`config.mk`:
```
export PLATFORM = sky130hd
export DESIGN_NAME = filling_direction_counter_flat
export DESIGN_NICKNAME = d
export VERILOG_FILES = /design/src/rtl/filling_direction_counter_if.sv /design/src/rtl/filling_direction_counter.sv /design/src/flat_wrapper.sv
export SDC_FILE = /design/constraint.sdc
export NUM_CORES = 1
export LEC_CHECK = 0
export CORE_UTILIZATION = 65
export DETAILED_ROUTE_END_ITERATION = 10
export DONT_BUFFER_PORTS = 1
export PLACE_DENSITY = 0.81
export SLEW_MARGIN = 20
export SYNTH_ARGS = -nofsm -noshare
export SYNTH_HDL_FRONTEND = slang
export SYNTH_SLANG_ARGS = --single-unit
export TNS_END_PERCENT = 20
```
`constraint.sdc`:
```
create_clock -name clk -period 4.4 [get_ports clk]
set_clock_uncertainty 0.15 [all_clocks]
set_input_delay 0.88 -clock clk [delete_from_list [all_inputs] [get_ports clk]]
set_output_delay 0.88 -clock clk [all_outputs]
set_load 0.05 [all_outputs]
```
`src/rtl/filling_direction_counter_if.sv`:
```
// Fill-side bundle between the scoring datapath, the fill counter and the direction RAM
// write port. The master drives fill control and symbols; the slave is the counter.
interface filling_direction_counter_if #(
  parameter int BitAddr = 8
);
  logic               en_fill;
  logic               score_valid;
  logic [2:0]         symbol;
  logic               ready;
  logic [BitAddr:0]   i_f;
  logic [BitAddr:0]   j_f;
  logic               we;
  logic [BitAddr:0]   addr_i;
  logic [BitAddr:0]   addr_j;
  logic [2:0]         data_out;
  logic               end_f;
  logic               err;

  modport master (
    output en_fill, score_valid, symbol,
    input  ready, i_f, j_f, we, addr_i, addr_j, data_out, end_f, err
  );

  modport slave (
    input  en_fill, score_valid, symbol,
    output ready, i_f, j_f, we, addr_i, addr_j, data_out, end_f, err
  );
endinterface

```
`src/rtl/filling_direction_counter.sv`:
```
// Walks the N x N score matrix row-major during fill, writing one direction symbol per
// cell into the direction RAM and flagging completion for the traceback phase.
//
// state    | meaning
// IDLE     | fill disabled, counters parked at (1,1)
// WAIT_SYM | ready high, waiting for a symbol for cell (i_f, j_f)
// WRITE    | one-cycle RAM write of the latched symbol, counters advance on exit
// DONE     | last cell stored, end_f held until en_fill drops
module filling_direction_counter #(
  parameter int N       = 128,
  parameter int BitAddr = $clog2(N + 1)
) (
  input logic clk,
  input logic rst,
  filling_direction_counter_if.slave bus
);

  typedef enum logic [1:0] {
    IDLE     = 2'd0,
    WAIT_SYM = 2'd1,
    WRITE    = 2'd2,
    DONE     = 2'd3
  } state_e;

  localparam logic [2:0]       SYM_DIAG = 3'b001;
  localparam logic [2:0]       SYM_UP   = 3'b010;
  localparam logic [2:0]       SYM_LEFT = 3'b100;
  localparam logic [BitAddr:0] ONE      = {{BitAddr{1'b0}}, 1'b1};
  localparam logic [BitAddr:0] NMAX     = N[BitAddr:0];

  state_e           state_q, state_d;
  logic [BitAddr:0] i_q, i_d;
  logic [BitAddr:0] j_q, j_d;
  logic [BitAddr:0] addr_i_q, addr_i_d;
  logic [BitAddr:0] addr_j_q, addr_j_d;
  logic [2:0]       data_q, data_d;
  logic             err_q, err_d;
  logic             ready_q, ready_d;
  logic             we_q, we_d;
  logic             end_q, end_d;
  logic             sym_legal;

  assign sym_legal = (bus.symbol == SYM_DIAG) || (bus.symbol == SYM_UP) ||
                     (bus.symbol == SYM_LEFT);

  always_comb begin
    state_d  = state_q;
    i_d      = i_q;
    j_d      = j_q;
    addr_i_d = addr_i_q;
    addr_j_d = addr_j_q;
    data_d   = data_q;
    err_d    = err_q;

    case (state_q)
      IDLE: begin
        i_d = ONE;
        j_d = ONE;
        if (bus.en_fill) begin
          state_d = WAIT_SYM;
          err_d   = 1'b0;
        end
      end
      WAIT_SYM: begin
        // abort wins over a handshake arriving in the same cycle
        if (!bus.en_fill) begin
          state_d = IDLE;
          i_d     = ONE;
          j_d     = ONE;
        end else if (bus.score_valid) begin
          state_d  = WRITE;
          addr_i_d = i_q - ONE;
          addr_j_d = j_q - ONE;
          data_d   = sym_legal ? bus.symbol : 3'b000;
          if (!sym_legal) err_d = 1'b1;
        end
      end
      WRITE: begin
        if ((i_q == NMAX) && (j_q == NMAX)) begin
          state_d = DONE;
        end else if (!bus.en_fill) begin
          state_d = IDLE;
          i_d     = ONE;
          j_d     = ONE;
        end else begin
          state_d = WAIT_SYM;
          if (j_q == NMAX) begin
            j_d = ONE;
            i_d = i_q + ONE;
          end else begin
            j_d = j_q + ONE;
          end
        end
      end
      DONE: begin
        if (!bus.en_fill) begin
          state_d = IDLE;
          i_d     = ONE;
          j_d     = ONE;
        end
      end
      default: state_d = IDLE;
    endcase
  end

  // flag outputs are registered from the next state so they align with state_q
  assign ready_d = (state_d == WAIT_SYM);
  assign we_d    = (state_d == WRITE);
  assign end_d   = (state_d == DONE);

  always_ff @(posedge clk or negedge rst) begin
    if (!rst) begin
      state_q  <= IDLE;
      i_q      <= ONE;
      j_q      <= ONE;
      addr_i_q <= '0;
      addr_j_q <= '0;
      data_q   <= 3'b000;
      err_q    <= 1'b0;
      ready_q  <= 1'b0;
      we_q     <= 1'b0;
      end_q    <= 1'b0;
    end else begin
      state_q  <= state_d;
      i_q      <= i_d;
      j_q      <= j_d;
      addr_i_q <= addr_i_d;
      addr_j_q <= addr_j_d;
      data_q   <= data_d;
      err_q    <= err_d;
      ready_q  <= ready_d;
      we_q     <= we_d;
      end_q    <= end_d;
    end
  end

  assign bus.ready    = ready_q;
  assign bus.we       = we_q;
  assign bus.end_f    = end_q;
  assign bus.err      = err_q;
  assign bus.i_f      = i_q;
  assign bus.j_f      = j_q;
  assign bus.addr_i   = addr_i_q;
  assign bus.addr_j   = addr_j_q;
  assign bus.data_out = data_q;

endmodule
```
`src/flat_wrapper.sv`:
```
// flat-port wrapper written by rule: the top's interface ports become plain ports
module filling_direction_counter_flat 
#(
  parameter int N       = 128,
  parameter int BitAddr = $clog2(N + 1)
)
  (clk, rst, bus_en_fill, bus_score_valid, bus_symbol, bus_ready, bus_i_f, bus_j_f, bus_we, bus_addr_i, bus_addr_j, bus_data_out, bus_end_f, bus_err);
  filling_direction_counter_if #(.BitAddr(BitAddr)) bus_i ();
  input logic clk;
  input logic rst;
  input wire logic [$bits(bus_i.en_fill)-1:0] bus_en_fill;
  input wire logic [$bits(bus_i.score_valid)-1:0] bus_score_valid;
  input wire logic [$bits(bus_i.symbol)-1:0] bus_symbol;
  output wire logic [$bits(bus_i.ready)-1:0] bus_ready;
  output wire logic [$bits(bus_i.i_f)-1:0] bus_i_f;
  output wire logic [$bits(bus_i.j_f)-1:0] bus_j_f;
  output wire logic [$bits(bus_i.we)-1:0] bus_we;
  output wire logic [$bits(bus_i.addr_i)-1:0] bus_addr_i;
  output wire logic [$bits(bus_i.addr_j)-1:0] bus_addr_j;
  output wire logic [$bits(bus_i.data_out)-1:0] bus_data_out;
  output wire logic [$bits(bus_i.end_f)-1:0] bus_end_f;
  output wire logic [$bits(bus_i.err)-1:0] bus_err;
  assign bus_i.en_fill = bus_en_fill;
  assign bus_i.score_valid = bus_score_valid;
  assign bus_i.symbol = bus_symbol;
  assign bus_ready = bus_i.ready;
  assign bus_i_f = bus_i.i_f;
  assign bus_j_f = bus_i.j_f;
  assign bus_we = bus_i.we;
  assign bus_addr_i = bus_i.addr_i;
  assign bus_addr_j = bus_i.addr_j;
  assign bus_data_out = bus_i.data_out;
  assign bus_end_f = bus_i.end_f;
  assign bus_err = bus_i.err;
  filling_direction_counter #(.N(N), .BitAddr(BitAddr)) u_core (.clk(clk), .rst(rst), .bus(bus_i));
endmodule
```
==> key figures, run 1 <==
Floorplanning
  – Rows: 21
  – Core outline area: 3360 sq um
  – Die X: 61.6 microns
  – I/O pin cnt: 50
  – Area of the die: 3790 sq um
  – Die Y: 61.6 microns
  – Initial core utilization: 0.686

Worst setup path
  – Crit-path max FO: 19
  – Worst setup EP type: register
  – R2R Path End: u_core.bus.i_f[1]$_DFFE_PN0P_
  – Setup slack, reg-to-reg: 1.51 ns
  – Worst reg2reg path depth: 6
  – CP max stage delay: 0.77 ns
  – Setup CP Type: reg -> reg
  – Worst setup SP type: register
  – Critical path cell sequence: inv_1 > ha_1 > or4bb_1 > o41ai_4 > nand2b_1 > o21ai_0
  – CP max stage cell: o41ai_4
  – RR Startpoint: u_core.bus.i_f[1]$_DFFE_PN0P_
  – Worst Path Arrival: 2.99 ns
  – Worst EP required: 4.49 ns

Placement
  – GPL Wtd Cong: 0.805
  – Buffers on Ports: 0
  – Dpl hpwl: 3220 microns
  – Placed cell areas: 2310 sq um

Global routing
  – Largest net degree at the start of global routing: 46
  – Grt ovf: 0
  – First-pass GRT wire length: 7330 microns
  – Initial antenna violation count: 0
  – GRT Overall Usage: 0.271
  – Vias in the first global route: 1,579

CTS
  – CTS tree: built
  – Worst-skew pair later-pin latency: 0.35 ns
  – Max clock buf depth: 2
  – Root Driver: clkbuf_4
  – # hold bufs at CTS: 0
  – Setup bufs post-CTS: 0
  – # H-tree levels: 2
  – TritonCTS sink count: 45
  – Post-CTS sizing: 0
  – Inserted Clock Buffers: 5
  – Worst-path clk slew: 0.12 ns

Synth
  – Yosys top cell by area: dfrtp_1
  – Area contributors post-synth: dfrtp_1 47%, o21ai_0 7.6%, nand2_1 6.2%, xnor2_1 4.6%, ha_1 3.3%
  – Mapped Cells: 249
  – #FFs+latches synth: 45
  – Number of enable flip-flop cells after synthesis: 0
  – Sequential share of the synthesized area: 0.489
  – Top_reg_cell synth: dfrtp_1
  – Post-Syn Area per Cell: 9.27 sq um
  – Asr flop ratio synth: 1.00
  – Net count after synthesis: 262
  – Synth warn: 0
  – Post-synth top area share: 0.466
  – Distinct cells, synth: 42
  – Post-Syn Area: 2310 sq um

Cells and area
  – Final instance area: 2380 sq um
  – Synthesis-to-finish area growth: 3.14%
  – Final Net Count: 256
  – # diodes: 0
  – Fillers: 285
  – Layout cell share with drive strength beyond 1: 0.0656

Route
  – Via-to-Cell Ratio: 6.10
  – ANT nets after route: 0
  – Iter 0 DRT Violations: 130
  – WL per Instance: 16.0 microns
  – Via count: 1,769
  – DRC violations left: 0
  – Pre-antenna DRT Iters: 4
  – WL final: 4650 microns

STA
  – Setup TNS: 0 ns
  – Peak Freq: 0.346 GHz
  – Hold Fails Final Rpt: 0
  – Worst-margin pin slew: 0.925 ns
  – RSZ-0062 raised after global routing: false
  – Fin crit period: 2.89 ns
  – Final Max Slew Viols: 0
  – Setup violators final: 0
  – Worst rel slew slack: 0.381
  – Final Cycle Share: 0.657

Min path
  – Worst Hold Class: in -> async

Pwr
  – Pwr Density: 418 nW/um^2
  – P_leak: 0.00106 uW
  – VDD IR max: 0.000210 V

Flow run
  – Max Cap Viol: 0

Run status
  – Status: finished clean
[cell usage in the layout, fill, tap and decap left out, drive strengths merged]
cell	Yosys	layout
a31oi	2	2
nor2b	1	1
o21a	2	2
xor2	3	3
nand4	1	1
clkinv	0	1
and2	2	2
nor3b	2	2
and4bb	1	1
or4	1	1
nand3	4	4
inv	7	7
dfrtp	43	43
or4bb	1	1
clkbuf	11	7
nand2b	6	6
o22ai	1	1
nor3	4	4
nand2	39	39
dfstp	2	2
a21oi	12	12
or2	1	1
nor2	18	18
ha	6	6
and3	7	7
o2bb2ai	1	1
and4	1	1
o31ai	3	3
a221o	1	1
o21ai	39	39
a22o	1	1
a41oi	3	3
nand3b	1	1
nor4	4	4
a21o	1	1
xnor2	12	12
o41ai	3	3
[worst max-delay path by stage]
stage	start	end	slack [ns]	cells past startpoint
floorplan	u_core.bus.i_f[1]$_DFFE_PN0P_	u_core.bus.i_f[5]$_DFFE_PN0P_	2.03	7
global placement	u_core.bus.i_f[1]$_DFFE_PN0P_	u_core.bus.i_f[1]$_DFFE_PN0P_	1.59	6
detailed placement	u_core.bus.i_f[1]$_DFFE_PN0P_	u_core.bus.i_f[1]$_DFFE_PN0P_	1.53	6
CTS	u_core.bus.i_f[1]$_DFFE_PN0P_	u_core.bus.i_f[1]$_DFFE_PN0P_	1.51	6
global route	u_core.bus.j_f[5]$_DFFE_PN0P_	u_core.bus.j_f[6]$_DFFE_PN0P_	1.31	5
finish	u_core.bus.i_f[1]$_DFFE_PN0P_	u_core.bus.i_f[1]$_DFFE_PN0P_	1.51	6
[stage by stage]
stage	std cells	hold WS, ns	setup slack, ns	utilization	total power (uW)
detailed placement	282	0.435	1.53	0.686	784
global placement	282	0.435	1.59	0.686	777
CTS	290	0.0327	1.51	0.707	1000
floorplan	249	0.429	2.03	-	756
global route	290	0.0123	1.31	0.708	1050
finish	290	0.0537	1.51	0.708	995
[routing by layer]
| layer | up-vias | GRT usage | part of all wire |
|---|---|---|---|
| met2 | 56 | 0.393 | 0.45 |
| met5 | - | 0 | 0 |
| met1 | 849 | 0.378 | 0.46 |
| met3 | 6 | 0.0924 | 0.068 |
| met4 | 0 | 0.0984 | 0.014 |
| li1 | 858 | - | - |
[flip-flops by register name, summed over array words and instances (netlist names)]
name                 flops
u_core.bus.addr_i        9
u_core.bus.addr_j        9
u_core.bus.data_out      3
u_core.bus.end_f         1
u_core.bus.err           1
u_core.bus.i_f           9
u_core.bus.j_f           9
u_core.bus.ready         1
u_core.bus.we            1
u_core.state_q           2
[area by class of cell]
class                           count  area, sq um  share of cell area
Tap cell                           46         57.6              0.0242
Multi-Input combinational cell    184         1100               0.461
Inverter                            7         26.3              0.0110
Sequential cell                    45         1130               0.474
Clock buffer                        7         65.1              0.0273
Clock inverter                      1         5.00             0.00210
[cells by family (layout without fill, tap and decap cells)]
group / count (synthesis) / count (layout) / synth area share
DFF: 45 / 45 / 0.489
AOI/OAI and AO/OA: 69 / 69 / 0.181
adders and majority gates: 6 / 6 / 0.0325
xor gates and xnor gates: 15 / 15 / 0.0569
buffers and inverters: 20 / 15 / 0.0363
and+or+nand+nor: 94 / 94 / 0.204
[worst max-delay path, delay by kind of cell (launching register included)]
family	cells	cell delay, ns
compound gates	2	0.87
fa+ha+maj	1	0.17
buf+inv	1	0.19
flops	1	0.63
simple gates	2	0.78
[where the power goes]
part	total [uW]	leakage, uW	switching, uW	internal, uW
registers	667	0.000608	207	460
logic	107	0.000412	59.7	47.3
clock network	220	0.0000413	128	92.8
[synthesized netlist by cell type, drive strengths merged, types with 4 or more instances]
cell type	instances
o21ai	39
and3	7
ha	6
nor4	4
nand2	39
xnor2	12
dfrtp	43
nor2	18
nand2b	6
a21oi	12
nand3	4
inv	7
clkbuf	11
nor3	4
Power figures use the tool's default switching activity.
==> inputs of run 2 (changes only) <==
CORE_UTILIZATION = 56   (was 65)
PLACE_DENSITY = 0.74   (was 0.81)
clock period = 2.6 ns   (was 4.4 ns; I/O delays follow)
==> run 2 against run 1 <==
Critical path depth increased by 1. Die area increased by 16%. Count of clock-buffer cells in the layout unchanged. Worst hold slack improved by 0.11 ns. Final cell count increased by 9.3%. Worst setup slack got worse by 1.2 ns. Sequential share of layout area decreased by 4.2 points. Via count increased by 6.0%. Critical path type unchanged. Highest routed layer unchanged.
==> key figures, run 2 (synthesis gave the netlist of run 1 again) <==
Cells and area
  – Area occupied by multi-input gates: 1100 sq um (about the same)
  – Synthesis-to-finish area growth: 13.3% (was 3.14%)
  – Post-route insts no fill: 317 (was 290)
  – Layout cell share with drive strength beyond 1: 0.145 (was 0.0656)
  – Most frequent cells in the layout: 43 x dfrtp_1, 38 x nand2_1, 35 x o21ai_0 (was 43 x dfrtp_1, 37 x nand2_1, 35 x o21ai_0)
  – Register area: 1130 sq um (unchanged)
  – Fillers: 309 (was 285)
  – Most common cell after layout, fill and taps aside: dfrtp_1 (unchanged)
  – # diodes: 0 (unchanged)
  – Final Net Count: 281 (was 256)

Global routing
  – GRT Overall Usage: 0.257 (was 0.271)
  – Vias in the first global route: 1,769 (was 1,579)
  – Largest net degree at the start of global routing: 46 (unchanged)
  – First-pass GRT wire length: 8400 microns (was 7330 microns)
  – Grt ovf: 0 (unchanged)
  – Initial antenna violation count: 0 (unchanged)

Worst setup path
  – Setup slack, reg-to-reg: 0.33 ns (was 1.51 ns)
  – Critical path cell sequence: inv_1 > ha_1 > or4bb_1 > o41ai_4 > buf_4 > o21ai_1 > o41ai_1 (was inv_1 > ha_1 > or4bb_1 > o41ai_4 > nand2b_1 > o21ai_0)
  – RR Startpoint: u_core.bus.i_f[0]$_DFFE_PN1P_ (was u_core.bus.i_f[1]$_DFFE_PN0P_)
  – Worst setup SP type: register (unchanged)
  – Worst setup EP type: register (unchanged)
  – CP max stage cell: or4bb_1 (was o41ai_4)
  – Crit-path max FO: 14 (was 19)
  – Cell family contributing the most delay on the critical path: simple AND/OR/NAND/NOR gates (was compound AO/OA/AOI/OAI gates)
  – CP max stage delay: 0.54 ns (was 0.77 ns)
  – Worst EP required: 2.62 ns (was 4.49 ns)
  – CP Buf/Inv Count: 2 (was 1)
  – Worst Path Arrival: 2.30 ns (was 2.99 ns)
  – Worst reg2reg path depth: 7 (was 6)
  – Setup CP Type: reg -> reg (unchanged)
  – R2R Path End: u_core.bus.i_f[5]$_DFFE_PN0P_ (was u_core.bus.i_f[1]$_DFFE_PN0P_)

Floorplanning
  – I/O pin cnt: 50 (unchanged)
  – Initial core utilization: 0.608 (was 0.686)
  – Area of the die: 4380 sq um (was 3790 sq um)
  – Die X: 66.2 microns (was 61.6 microns)
  – Rows: 22 (was 21)
  – Die Y: 66.2 microns (was 61.6 microns)
  – Core outline area: 3800 sq um (was 3360 sq um)

CTS
  – Inserted Clock Buffers: 5 (unchanged)
  – CTS tree: built (unchanged)
  – Worst-skew pair later-pin latency: 0.29 ns (was 0.35 ns)
  – Max clock buf depth: 2 (unchanged)
  – Root Driver: clkbuf_8 (was clkbuf_4)
  – Worst-path clk slew: 0.09 ns (was 0.12 ns)
  – Post-CTS sizing: 0 (unchanged)
  – TritonCTS sink count: 45 (unchanged)
  – # H-tree levels: 2 (unchanged)

Route
  – Met2 wire length: 2390 microns (was 2110 microns)
  – Pre-antenna DRT Iters: 4 (unchanged)
  – Max Used Layer: met4 (unchanged)
  – Via count: 1,875 (was 1,769)
  – DRC violations left: 0 (unchanged)
  – Via-to-Cell Ratio: 5.91 (was 6.10)
  – M1 WL: 2350 microns (was 2160 microns)
  – Iter 0 DRT Violations: 123 (was 130)
  – WL met3: 403 microns (was 314 microns)
  – WL final: 5180 microns (was 4650 microns)
  – WL per Instance: 16.3 microns (was 16.0 microns)
  – ANT nets after route: 0 (unchanged)

STA
  – Setup violators final: 0 (unchanged)
  – Worst-margin pin slew: 0.745 ns (was 0.925 ns)
  – Fin crit period: 2.27 ns (was 2.89 ns)
  – Slack of the critical path: 0.326 ns (was 1.51 ns)
  – Hold Fails Final Rpt: 0 (unchanged)
  – Peak Freq: 0.440 GHz (was 0.346 GHz)
  – Worst rel slew slack: 0.504 (was 0.381)
  – Final Max Slew Viols: 0 (unchanged)
  – Setup TNS: 0 ns (unchanged)
  – Final Cycle Share: 0.875 (was 0.657)
  – RSZ-0062 raised after global routing: false (unchanged)

Pwr
  – VDD IR max: 0.000310 V (was 0.000210 V)
  – Pwr Density: 691 nW/um^2 (was 418 nW/um^2)
  – P_leak: 0.00120 uW (was 0.00106 uW)
  – Total Power: 1810 uW (was 995 uW)

Placement
  – DP Cell Count: 307 (was 282)
  – Buffers on Ports: 0 (unchanged)
  – Dpl hpwl: 3730 microns (was 3220 microns)
  – GPL Wtd Cong: 0.865 (was 0.805)
  – Pre-CTS setup slack: 0.370 ns (was 1.53 ns)

Min path
  – Worst Min Path Start: bus_en_fill
  – Worst Hold Class: in -> reg (was in -> async)
  – Hold depth: 1
  – Hold Crit Endpoint: u_core.bus.err$_DFFE_PN0P_

Flow run
  – Max Cap Viol: 0 (unchanged)

Run status
  – Status: finished clean (unchanged)
## run 2: changes by cell type in the layout (fill, tap and decap cells not counted), sizes merged
cell,delta
buf,+24
dlygate4sd3,+1
## run 2: what timing repair did
action,4_1_cts,5_1_grt
buffers inserted,0,0
hold buffers,2,0
endpoints found under the hold margin,45,0
## run 2: worst max-delay path by stage
stage,from,end,slack [ns],cells after the start
after floorplan,u_core.bus.i_f[1]$_DFFE_PN0P_,u_core.bus.i_f[5]$_DFFE_PN0P_,0.23,7
after detailed placement,u_core.bus.i_f[0]$_DFFE_PN1P_,u_core.bus.i_f[5]$_DFFE_PN0P_,0.37,7
after global placement,u_core.bus.i_f[0]$_DFFE_PN1P_,u_core.bus.i_f[0]$_DFFE_PN1P_,0.44,7
after CTS,u_core.bus.i_f[0]$_DFFE_PN1P_,u_core.bus.i_f[5]$_DFFE_PN0P_,0.34,7
final,u_core.bus.i_f[0]$_DFFE_PN1P_,u_core.bus.i_f[5]$_DFFE_PN0P_,0.33,7
after global routing,u_core.bus.i_f[0]$_DFFE_PN1P_,u_core.bus.i_f[5]$_DFFE_PN0P_,0.20,7
## run 2: where the power goes
part / internal [uW] / total (uW) / switching (uW)
Clock: 240 / 464 / 224
Sequential: 777 / 1080 / 306
Combinational: 99.1 / 259 / 160
## run 2: per-layer routing
metal | vias to the layer above | global-route usage
met5 | - | 0
met3 | 2 | 0.0655
met4 | 0 | 0.0585
met1 | 897 | 0.357
li1 | 909 | -
met2 | 67 | 0.402
## run 2: final cells by class
type                    instances  share of cell area
flip-flops and latches         45               0.432
multi-input cells             184               0.419
repair buffers                 25              0.0775
clock buffers                   7              0.0368
well taps                      48              0.0230
inverters                       7              0.0100
clock inverters                 1             0.00191
## run 2: worst register-to-register path, cell delays in order (launching register included)
cell and delay, ns:
dfstp_2 0.38, inv_1 0.10, ha_1 0.16, or4bb_1 0.54, o41ai_4 0.36, buf_4 0.28, o21ai_1 0.10, o41ai_1 0.07
## run 2: through the flow
| stage | area (sq um) | utilization | hold slack (ns) |
|---|---|---|---|
| 2_1_floorplan | 2310 | - | 0.0744 |
| 3_3_place_gp | 2480 | 0.654 | 0.0752 |
| 3_5_place_dp | 2480 | 0.654 | 0.0754 |
| 4_1_cts | 2620 | 0.688 | 0.157 |
| 5_1_grt | 2620 | 0.688 | 0.155 |
| 6_report | 2620 | 0.688 | 0.163 |
